**config.mk**
```make
export PLATFORM = sky130hd
export DESIGN_NAME = muntjac_fetch_queue
export DESIGN_NICKNAME = d
export VERILOG_FILES = /design/src/rtl/muntjac_fetch_queue.sv
export SDC_FILE = /design/constraint.sdc
export NUM_CORES = 1
export LEC_CHECK = 0
export ABC_AREA = 1
export CORE_MARGIN = 10
export CORE_UTILIZATION = 63
export CTS_CLUSTER_DIAMETER = 200
export DETAILED_ROUTE_END_ITERATION = 10
export DONT_BUFFER_PORTS = 1
export PLACE_DENSITY = 0.81
export SLEW_MARGIN = 10
export SYNTH_ARGS = -nofsm -noshare
export SYNTH_HDL_FRONTEND = slang
export SYNTH_SLANG_ARGS = --single-unit
export TNS_END_PERCENT = 5
```
**constraint.sdc**
```tcl
create_clock -name clk_i -period 14.83 [get_ports clk_i]
set_clock_uncertainty 0.2 [all_clocks]
set_input_delay 2.966 -clock clk_i [delete_from_list [all_inputs] [get_ports clk_i]]
set_output_delay 2.966 -clock clk_i [all_outputs]
set_load 0.01 [all_outputs]
```
**src/rtl/muntjac_fetch_queue.sv**
```systemverilog
// In-order fetch queue: reserves a slot per cache request, pairs responses
// with PC/reason metadata, and drops stale responses after a redirect flush.
package muntjac_fetch_pkg;
  typedef enum logic [1:0] {
    IF_PREFETCH,
    IF_PREDICT,
    IF_MISPREDICT,
    IF_ROLLBACK
  } if_reason_e;

  typedef enum logic [4:0] {
    EXC_CAUSE_INSTR_ACCESS_FAULT = 5'd1,
    EXC_CAUSE_INSTR_PAGE_FAULT   = 5'd12
  } exc_cause_e;

  typedef struct packed {
    exc_cause_e  cause;
    logic [63:0] tval;
  } exception_t;

  typedef struct packed {
    logic [31:0] instr_word;
    logic [63:0] pc;
    if_reason_e  if_reason;
    logic        ex_valid;
    exception_t  exception;
  } fetched_instr_t;
endpackage

module muntjac_fetch_queue
  import muntjac_fetch_pkg::*;
#(
  parameter int unsigned XLEN         = 64,
  parameter int unsigned DEPTH        = 4,
  parameter int unsigned MAX_INFLIGHT = 2
) (
  input  logic                       clk_i,
  input  logic                       rst_ni,
  input  logic                       flush_i,
  input  logic                       issue_valid_i,
  output logic                       issue_ready_o,
  input  logic [XLEN-1:0]            issue_pc_i,
  input  if_reason_e                 issue_reason_i,
  input  logic                       resp_valid_i,
  input  logic [31:0]                resp_instr_i,
  input  logic                       resp_exception_i,
  input  logic                       resp_exception_plus2_i,
  output logic                       out_valid_o,
  input  logic                       out_ready_i,
  output fetched_instr_t             out_instr_o,
  output logic [$clog2(DEPTH+1)-1:0] occupancy_o
);

  localparam int unsigned AW = $clog2(DEPTH);
  localparam int unsigned PW = AW + 1;
  localparam int unsigned OW = $clog2(DEPTH + 1);
  localparam int unsigned DW = $clog2(MAX_INFLIGHT + 1);

  logic [PW-1:0] head_q, fill_q, alloc_q;
  logic [DW-1:0] discard_q;

  logic [XLEN-1:0] pc_q     [DEPTH];
  if_reason_e      reason_q [DEPTH];
  logic [31:0]     instr_q  [DEPTH];
  logic [DEPTH-1:0] ex_q, ex2_q;

  logic [PW-1:0] inflight, occ;
  logic [PW:0]   used, stale_sum;
  logic          issue_fire, fill_en, drop, pop;

  assign inflight = alloc_q - fill_q;
  assign occ      = alloc_q - head_q;
  assign used     = {1'b0, inflight} + (PW+1)'(discard_q);

  assign issue_ready_o = !flush_i
                      && occ < PW'(DEPTH)
                      && used < (PW+1)'(MAX_INFLIGHT);
  assign occupancy_o = OW'(occ);

  assign issue_fire = issue_valid_i && issue_ready_o;
  assign drop       = !flush_i && resp_valid_i && discard_q != '0;
  assign fill_en    = !flush_i && resp_valid_i && discard_q == '0
                   && inflight != '0;
  assign out_valid_o = head_q != fill_q;
  assign pop        = !flush_i && out_valid_o && out_ready_i;

  // Everything outstanding goes stale; a response this cycle is one of them.
  assign stale_sum = used - (PW+1)'(resp_valid_i && used != '0);

  always_ff @(posedge clk_i or negedge rst_ni) begin
    if (!rst_ni) begin
      head_q    <= '0;
      fill_q    <= '0;
      alloc_q   <= '0;
      discard_q <= '0;
    end else if (flush_i) begin
      head_q    <= '0;
      fill_q    <= '0;
      alloc_q   <= '0;
      discard_q <= DW'(stale_sum);
    end else begin
      if (issue_fire) alloc_q   <= alloc_q + 1'b1;
      if (fill_en)    fill_q    <= fill_q + 1'b1;
      if (pop)        head_q    <= head_q + 1'b1;
      if (drop)       discard_q <= discard_q - 1'b1;
    end
  end

  always_ff @(posedge clk_i) begin
    if (issue_fire) begin
      pc_q[alloc_q[AW-1:0]]     <= issue_pc_i;
      reason_q[alloc_q[AW-1:0]] <= issue_reason_i;
    end
    if (fill_en) begin
      instr_q[fill_q[AW-1:0]] <= resp_instr_i;
      ex_q[fill_q[AW-1:0]]    <= resp_exception_i;
      ex2_q[fill_q[AW-1:0]]   <= resp_exception_plus2_i;
    end
  end

  logic [AW-1:0]   hidx;
  logic [XLEN-1:0] hpc, tval;

  assign hidx = head_q[AW-1:0];
  assign hpc  = pc_q[hidx];
  assign tval = ex2_q[hidx] ? {hpc[XLEN-1:2], 2'b00} + XLEN'(4) : hpc;

  always_comb begin
    out_instr_o                 = '0;
    out_instr_o.instr_word      = instr_q[hidx];
    out_instr_o.pc              = 64'(hpc);
    out_instr_o.if_reason       = reason_q[hidx];
    out_instr_o.ex_valid        = ex_q[hidx];
    out_instr_o.exception.cause = EXC_CAUSE_INSTR_PAGE_FAULT;
    out_instr_o.exception.tval  = 64'(tval);
  end

`ifndef SYNTHESIS
  always_ff @(posedge clk_i) begin
    if (rst_ni && !flush_i && resp_valid_i)
      assert (discard_q != '0 || inflight != '0);
  end
`endif

endmodule

```
==> results.cfg, run 1 <==
[synth]
synth_common_cells = 554 x nand2_1, 400 x edfxtp_1, 216 x nor2_1
ys_seq_area_share_pct = 65.2
yosysUniqueCellTypes = 36
synth_top_area_share_pct = 63.8
yosys.area_share.simple_pct = 22.3
syn_area_per_cell_sq_um = 10.3
synthArstFlopShare_pct = 2.68
synth_compound_area_share_pct = 4.13
ys.flop_type = edfxtp_1
synth-xor-area-share_pct = 2.14
synthTopCellsByArea = edfxtp_1 64%, nand2_1 11%, nand3_1 4.6%
synth_top_area_cell = edfxtp_1
ys_seq_elements = 411
synth_edf_count = 400
synth_top_family_by_area = simple AND/OR/NAND/NOR gates
yosysMostFrequentCell = nand2_1
synthAdderAreaFrac_pct = 1.38
yosysWarningCount = 0
synthCells = 1825
syn-cell-area_sq_um = 18800
muxShareOfSynthArea_pct = 0

[power]
power_frac_comb_pct = 40.6
sequentialPowerShare_pct = 35.0
irDropWorstVdd_mv = 0.146
clock_power_share_pct = 24.4
p_int_uw = 2320
switchingPower_uw = 1820
swShare_pct = 43.9
powerDensity_nw_per_um2 = 203
p_leak_uw = 0.00759

[cells_and_area]
syn_to_final_growth_pct = 8.13
fin_nets = 1928
post-route-util_pct = 68.9
fill_cells = 2139
drive_gt1_share_pct = 6.86
n_antenna_cell = 0

[timing]
finalCriticalPeriod_ps = 8420
rsz0062_at_grt = no
relSlewSlack_pct = 26.5
setup_tns_ps = 0
timing.final.crit_share_pct = 56.7
fmax_ghz = 0.119
slew_viol_final = 0
timing.final.hold_violations = 0
finalSetupViolations = 0
worst_slew_pin_slew_ps = 1100

[global_route]
grt_use_total_pct = 25.3
overflow = 0
grt_pass1_wl_microns = 71600
antenna_found_initial = 0
grt_max_degree = 124
grt_pass1_vias = 12300

[cts]
clk_pin_slew_worst_paths_ps = 60
cts_buffers = 41
max-clock-path-buffers = 3
cts.repair.resized = 0
cts_root_buf = clkbuf_16
cts_hold_buf = 0
tritoncts = yes
clock_latency_ps = 530
htree_levels = 2
cts_num_sinks = 411
post-cts-setup-buffers = 0

[placement]
port_buffers = 0
hpwl_microns = 32800
globalplace.congestion = 1.01

[setup_path]
cp_max_fo = 123
cp_slowest_cell = buf_4
path_cells = inv_6, buf_4, nand2_1, nand2_1, nand2_1, nand2_2, inv_2, nor2_2, nand2_2, nor2_4, nand3_1, xor2_1
crit_top_cell = nand2_1
required_ps = 11660
cp-end-kind = output port
worstSetupStartpointType = register
worstSetupPathType = register to output port
cpPeakStageDelay_ps = 770
critPathArrivalTime_ps = 5250

[job]
maxCapViolations = 0

[route]
routed_wirelength_microns = 48200
vias = 13000
dr.first_iter.drc_count = 1124
wl_per_cell_microns = 21.6
ant_nets = 0
drc = 0
detailedRoute.firstPassIterationCount = 6
avgViaCountPerCell = 5.85

[floorplanning]
core.rowCount = 63
core_area_sq_um = 29600
ios = 279
die_w_microns = 193
start_util_pct = 63.7
die-area_sq_um = 37200
die_y_microns = 193

[outcome]
status = finished, final reports clean

[worst_hold_path]
worstHoldPathType = register to register
==> routing by layer <==
layer	up-vias	track usage (%)	share of wire, %
li1	6120	-	-
met4	0	6.11	1.9
met5	-	0	0
met3	62	10.0	14
met2	604	41.5	48
met1	6225	30.9	36
==> registers in the layout, indices dropped and copies added (netlist names) <==
| signal | cells |
|---|---|
| pc_q | 256 |
| instr_q | 128 |
| ex_q | 4 |
| head_q | 3 |
| ex2_q | 4 |
| alloc_q | 3 |
| reason_q | 8 |
| discard_q | 2 |
| fill_q | 3 |
==> per-stage QoR <==
step / hold WS (ps) / instance area, sq um / cells / power (uW) / worst slack [ps]
2_1_floorplan: 292 / 18800 / 1828 / 2680 / 8030
3_3_place_gp: 320 / 19000 / 2150 / 3090 / 7100
3_5_place_dp: 327 / 19000 / 2150 / 3130 / 7000
4_1_cts: 340 / 20400 / 2226 / 4140 / 6450
5_1_grt: 380 / 20400 / 2226 / 4370 / 6160
6_report: 341 / 20400 / 2226 / 4130 / 6410
==> worst max-delay path, delay by kind of cell, from the launching register on <==
family | cells | cell delay [ps]
xor gates and xnor gates | 1 | 440
DFF | 1 | 740
buffers and inverters | 3 | 1840
and+or+nand+nor | 8 | 1570
==> logic make-up after synthesis <==
family	Yosys count
XOR/XNOR	46
other	2
flip-flops	411
adder cells (fa/ha/maj)	19
AND/OR/NAND/NOR	1006
AO/OA/AOI/OAI	144
buffers and inverters	197
==> cells in the final DEF (no fill, tap or decap), types with 2 or more instances in the layout <==
cell type and count:
a211oi_1 2, a21oi_1 7, and2_1 2, buf_4 10, bufinv_16 4, clkbuf_1 6
clkbuf_16 41, clkinv_1 9, clkinv_2 9, clkinv_4 3, clkinv_8 2, conb_1 5
dfrtp_1 9, dfrtp_4 2, edfxtp_1 400, fa_1 3, ha_1 16, inv_1 109
inv_2 8, inv_6 4, nand2_1 554, nand2_2 6, nand3_1 172, nand3b_1 2
nand4_1 19, nor2_1 208, nor2_2 17, nor2_4 13, nor3_1 4, nor3_2 4
nor4_1 2, o211ai_1 2, o21ai_0 92, o21ai_1 4, o22ai_1 36, xnor2_1 7
xor2_1 39
==> path summary, 6_finish.rpt <==
check | start | endpoint | slack, ps | cells past startpoint
max in group asynchronous | rst_ni | head_q[0] | 12410 | 0
min in group asynchronous | rst_ni | discard_q[1] | 1930 | 0
worst max-delay path | head_q[0] | out_instr_o[31] | 6410 | 12
worst max register to register | head_q[0] | pc_q[2][29] | 9810 | 8
worst min-delay path | fill_q[2] | fill_q[2] | 340 | 1
worst min register to register | fill_q[2] | fill_q[2] | 340 | 1
==> power groups by stage <==
stage	registers, uW	clock network [uW]	logic [uW]
3_5_place_dp	1470	0	1660
6_report	1450	1010	1680
3_3_place_gp	1470	0	1630
4_1_cts	1450	1020	1670
5_1_grt	1460	1070	1840
2_1_floorplan	1420	0	1250
==> layout make-up <==
| type | count | area, sq um | share of cell area [%] |
|---|---|---|---|
| flip-flops and latches | 411 | 12300 | 60.4 |
| multi-input cells | 1220 | 5720 | 28.1 |
| clock buffers | 47 | 1050 | 5.15 |
| well taps | 390 | 488 | 2.40 |
| inverters | 119 | 453 | 2.22 |
| clock inverters | 29 | 279 | 1.37 |
| repair buffers | 10 | 75.1 | 0.369 |
Power figures use the tool's default switching activity.
==> run 2, diff against run 1 <==
CORE_UTILIZATION = 58   (was 63)
PLACE_DENSITY = 0.78   (was 0.81)
clock period = 7.6 ns   (was 14.83 ns; I/O delays follow)
==> run 2 against run 1 <==
  * Register-to-register slack got worse by 6900 ps
  * Sequential power is 92% higher
  * Final cell count grew 2.2%
  * Combinational power is 100% higher
  * Non-clock buffer count is 3 higher
  * First-iteration DRC count grew 20%
  * Setup slack lost 5000 ps
  * Die area rose by 7.7%
  * Critical path depth did not move
  * Largest power group unchanged
  * Highest routed layer unchanged
==> results.cfg, run 2 (synthesis results as in run 1) <==
[cts]
max-clock-path-buffers = 3
cts_hold_buf = 0
clock_latency_ps = 530
cts_num_sinks = 411
tritoncts = yes
clk_pin_slew_worst_paths_ps = 60
htree_levels = 2
cts.repair.resized = 0
cts_root_buf = clkbuf_16
cts_buffers = 42
post-cts-setup-buffers = 0

[timing]
worst_slew_pin_slew_ps = 1130
timing.final.crit_share_pct = 81.1
timing.final.hold_violations = 0
relSlewSlack_pct = 24.7
finalCriticalPeriod_ps = 6170
setup_tns_ps = 0
fmax_ghz = 0.162
rsz0062_at_grt = no
fin_ws_ps = 1430
finalSetupViolations = 0
slew_viol_final = 0

[floorplanning]
die_w_microns = 200
ios = 279
core.rowCount = 65
core_area_sq_um = 31800
start_util_pct = 59.2
die_y_microns = 200
die-area_sq_um = 40100

[cells_and_area]
final_common_cell = nand2_1
most-common-layout-cells = 554 x nand2_1, 400 x edfxtp_1, 208 x nor2_1
fill_cells = 2392
n_antenna_cell = 0
largest_reg_flops = 256
syn_to_final_growth_pct = 8.52
fin_area_sq_um = 20400
fin_nets = 1932
multi_input_area_sq_um = 5720
regArea_sq_um = 12300
drive_gt1_share_pct = 7.28

[placement]
globalplace.congestion = 0.956
placed_area_sq_um = 19100
port_buffers = 0
hpwl_microns = 33400
pre_cts_ws_ps = 2060

[global_route]
antenna_found_initial = 0
grt_pass1_vias = 12600
grt_pass1_wl_microns = 75900
grt_use_total_pct = 24.2
overflow = 0
grt_max_degree = 141

[route]
detailedRoute.firstPassIterationCount = 5
routed_wirelength_microns = 50400
ant_nets = 0
wl_per_cell_microns = 22.2
dr.first_iter.drc_count = 1352
avgViaCountPerCell = 5.76
wl_met2_microns = 24100
drt-met1-wl_microns = 18900
vias = 13100
drc = 0
top_layer = met4
dr_wl_met3_microns = 6230

[setup_path]
worstSetupPathType = register to output port
critPathArrivalTime_ps = 4450
cp_max_fo = 46
worstSetupStartpointType = register
required_ps = 5880
cp-end-kind = output port

[power]
swShare_pct = 44.7
clock_power_share_pct = 24.3
power_frac_comb_pct = 41.5
p_int_uw = 4510
powerDensity_nw_per_um2 = 399
sequentialPowerShare_pct = 34.2
irDropWorstVdd_mv = 0.335
p_leak_uw = 0.00760
switchingPower_uw = 3640

[outcome]
status = finished, final reports clean

[worst_hold_path]
worstHoldPathType = register to register

[job]
maxCapViolations = 0
==> run 2: cell types whose count changed in the layout (fill, tap and decap cells not counted) <==
cell,before,now
bufinv_16,4,2
clkinv_1,9,6
clkinv_2,9,10
clkbuf_16,41,42
clkinv_8,2,1
clkinvlp_4,0,3
inv_6,4,6
buf_4,10,13
clkbuf_8,0,1
==> run 2: critical path: stages (launching register included) <==
cell	delay, ps
dfrtp_4	670
clkinv_2	110
buf_4	360
buf_4	550
nand2_1	130
nand2_2	450
inv_2	310
nor2_2	230
nand2_2	110
nor2_4	150
nand2_2	100
nor2_2	240
xor2_1	440
==> run 2: stage by stage <==
stage | utilization [%] | hold slack [ps] | power, uW | instances
global placement | 60.1 | 315 | 6100 | 2198
floorplan | - | 292 | 5220 | 1828
CTS | 64.3 | 339 | 8150 | 2276
detailed placement | 60.1 | 323 | 6180 | 2198
finish | 64.3 | 339 | 8150 | 2276
global route | 64.3 | 371 | 8600 | 2276
==> run 2: metal layers <==
| layer | track usage, % | vias up |
|---|---|---|
| met2 | 40.0 | 631 |
| met5 | 0 | - |
| met3 | 9.11 | 79 |
| met4 | 6.32 | 0 |
| met1 | 29.3 | 6277 |
| li1 | - | 6130 |
==> run 2: cell type report <==
type | instances | share of cell area, %
sequential | 411 | 60.2
multi-input combinational | 1220 | 28.0
clock buffer | 49 | 5.32
tap | 435 | 2.66
inverter | 119 | 2.22
clock inverter | 29 | 1.16
timing repair buffer | 13 | 0.478
==> run 2: path summary, 6_finish.rpt <==
kind / start / cells past startpoint / endpoint / slack [ps]
worst min-delay path: head_q[2] / 1 / head_q[2] / 340
worst min register to register: head_q[2] / 1 / head_q[2] / 340
worst max register to register: head_q[0] / 8 / pc_q[2][32] / 2890
worst max-delay path: head_q[1] / 12 / out_instr_o[35] / 1430
min in group asynchronous: rst_ni / 0 / alloc_q[1] / 480
max in group asynchronous: rst_ni / 0 / head_q[1] / 6640
==> run 2: power groups by stage <==
| stage | clock [uW] | sequential [uW] | combinational [uW] |
|---|---|---|---|
| detailed placement | 0 | 2830 | 3340 |
| CTS | 2000 | 2790 | 3370 |
| floorplan | 0 | 2780 | 2440 |
| global placement | 0 | 2830 | 3270 |
| global route | 2100 | 2800 | 3700 |
| finish | 1980 | 2790 | 3380 |
==> run 3, diff against run 2 <==
CORE_UTILIZATION = 63   (was 58)
PLACE_DENSITY = 0.81   (was 0.78)
clock period = 5.89 ns   (was 7.6 ns; I/O delays follow)
==> run 3 against run 2 <==
  * Core utilization increased by 5.2 points
  * Via count increased by 0.98%
  * Power increased by 31%
  * Clock-buffer cell count decreased by 4
  * Sequential share of layout area decreased by 0.27 points
  * Critical path depth increased by 1
  * Final area increased by 0.45%
  * Sequential power increased by 27%
  * Combinational power increased by 30%
  * Critical path type unchanged
==> results.cfg, run 3 (synthesis results as in run 1) <==
[floorplanning]
start_util_pct = 63.7
ios = 279
die_w_microns = 193
core.rowCount = 63
die-area_sq_um = 37200
die_y_microns = 193
core_area_sq_um = 29600

[timing]
finalCriticalPeriod_ps = 5260
timing.final.hold_violations = 0
fin_ws_ps = 632
relSlewSlack_pct = 26.8
fmax_ghz = 0.190
timing.final.crit_share_pct = 89.3
finalSetupViolations = 0
slew_viol_final = 0
rsz0062_at_grt = no
setup_tns_ps = 0
worst_slew_pin_slew_ps = 1100

[setup_path]
critPathArrivalTime_ps = 3880
r2r_end = pc_q[0][44]
r2r-start = alloc_q[0]
required_ps = 4510
worstSetupPathType = register to output port
worstSetupStartpointType = register
cp-end-kind = output port
cp-startpoint = head_q[1]
cp_max_fo = 82
ff2ff_setup_slack_ps = 1750
ff2ff_path_depth = 9

[global_route]
grt_pass1_vias = 12800
grt_use_total_pct = 26.2
overflow = 0
grt_max_degree = 203
antenna_found_initial = 0
grt_pass1_wl_microns = 74300

[cells_and_area]
largest_reg_flops = 256
drive_gt1_share_pct = 7.39
fill_cells = 2120
fin_nets = 1933
n_antenna_cell = 0
syn_to_final_growth_pct = 9.02
most-common-layout-cells = 554 x nand2_1, 400 x edfxtp_1, 208 x nor2_1
final_common_cell = nand2_1

[outcome]
status = finished, final reports clean

[route]
vias = 13200
detailedRoute.firstPassIterationCount = 6
ant_nets = 0
routed_wirelength_microns = 49500
wl_per_cell_microns = 22.2
drc = 0
avgViaCountPerCell = 5.94
dr.first_iter.drc_count = 1112

[cts]
tritoncts = yes
post-cts-setup-buffers = 0
cts.repair.resized = 0
max-clock-path-buffers = 3
cts_buffers = 41
cts_hold_buf = 0
clk_pin_slew_worst_paths_ps = 60
clock_latency_ps = 520
cts_root_buf = clkbuf_16
cts_num_sinks = 411
htree_levels = 2

[placement]
hpwl_microns = 33000
globalplace.congestion = 0.954
port_buffers = 0
pre_cts_ws_ps = 1240

[power]
p_leak_uw = 0.00766
irDropWorstVdd_mv = 0.376
powerDensity_nw_per_um2 = 519

[job]
maxCapViolations = 0

[worst_hold_path]
worstHoldPathType = input pin to asynchronous set/reset pin
[run 3: where the power goes]
| part | switching [uW] | total (uW) | internal, uW |
|---|---|---|---|
| clock network | 1090 | 2730 | 1640 |
| logic | 3460 | 4390 | 930 |
| registers | 67.9 | 3530 | 3460 |
| total | 4620 | 10600 | 6030 |
[run 3: metrics by stage]
stage               hold WS (ps)  instance area (sq um)  total power [uW]  std cells  util, %
detailed placement           323                  19100              7920       2155     64.6
finish                       143                  20500             10600       2231     69.4
CTS                          126                  20500             10600       2231     69.4
global route                 123                  20500             11300       2231     69.4
floorplan                    292                  18800              6740       1828        -
global placement             314                  19100              7840       2155     64.6
[run 3: worst max path at each step]
stage                                 end  cells past startpoint
after floorplan                pc_q[0][0]                      8
after global placement    out_instr_o[36]                     13
after detailed placement  out_instr_o[36]                     13
after CTS                 out_instr_o[36]                     13
after global routing      out_instr_o[58]                     14
final                     out_instr_o[36]                     13
[run 3: worst max-delay path, cell delays in order, from the launching register on]
cell	delay (ps)
dfrtp_4	410
buf_4	790
o211ai_1	230
nand2_1	290
ha_1	210
inv_1	60
nor2_1	130
nand2_2	130
nor2_4	220
nand2_2	130
nor2_4	130
nand2_1	120
nor2_2	200
xor2_1	280
[run 3: layout make-up]
type	instances	area, sq um	share of cell area (%)
clock buffer	45	1040	5.07
timing repair buffer	15	138	0.670
tap	390	488	2.38
clock inverter	31	392	1.91
sequential	411	12300	59.9
inverter	119	453	2.21
multi-input combinational	1220	5720	27.9
[run 3: layer usage]
layer | up-vias | track usage (%) | wire length, microns
met5 | - | 0 | 0
met4 | 0 | 8.80 | 1710
met3 | 116 | 9.40 | 6870
met2 | 710 | 42.2 | 23300
met1 | 6287 | 32.3 | 17700
li1 | 6132 | - | -
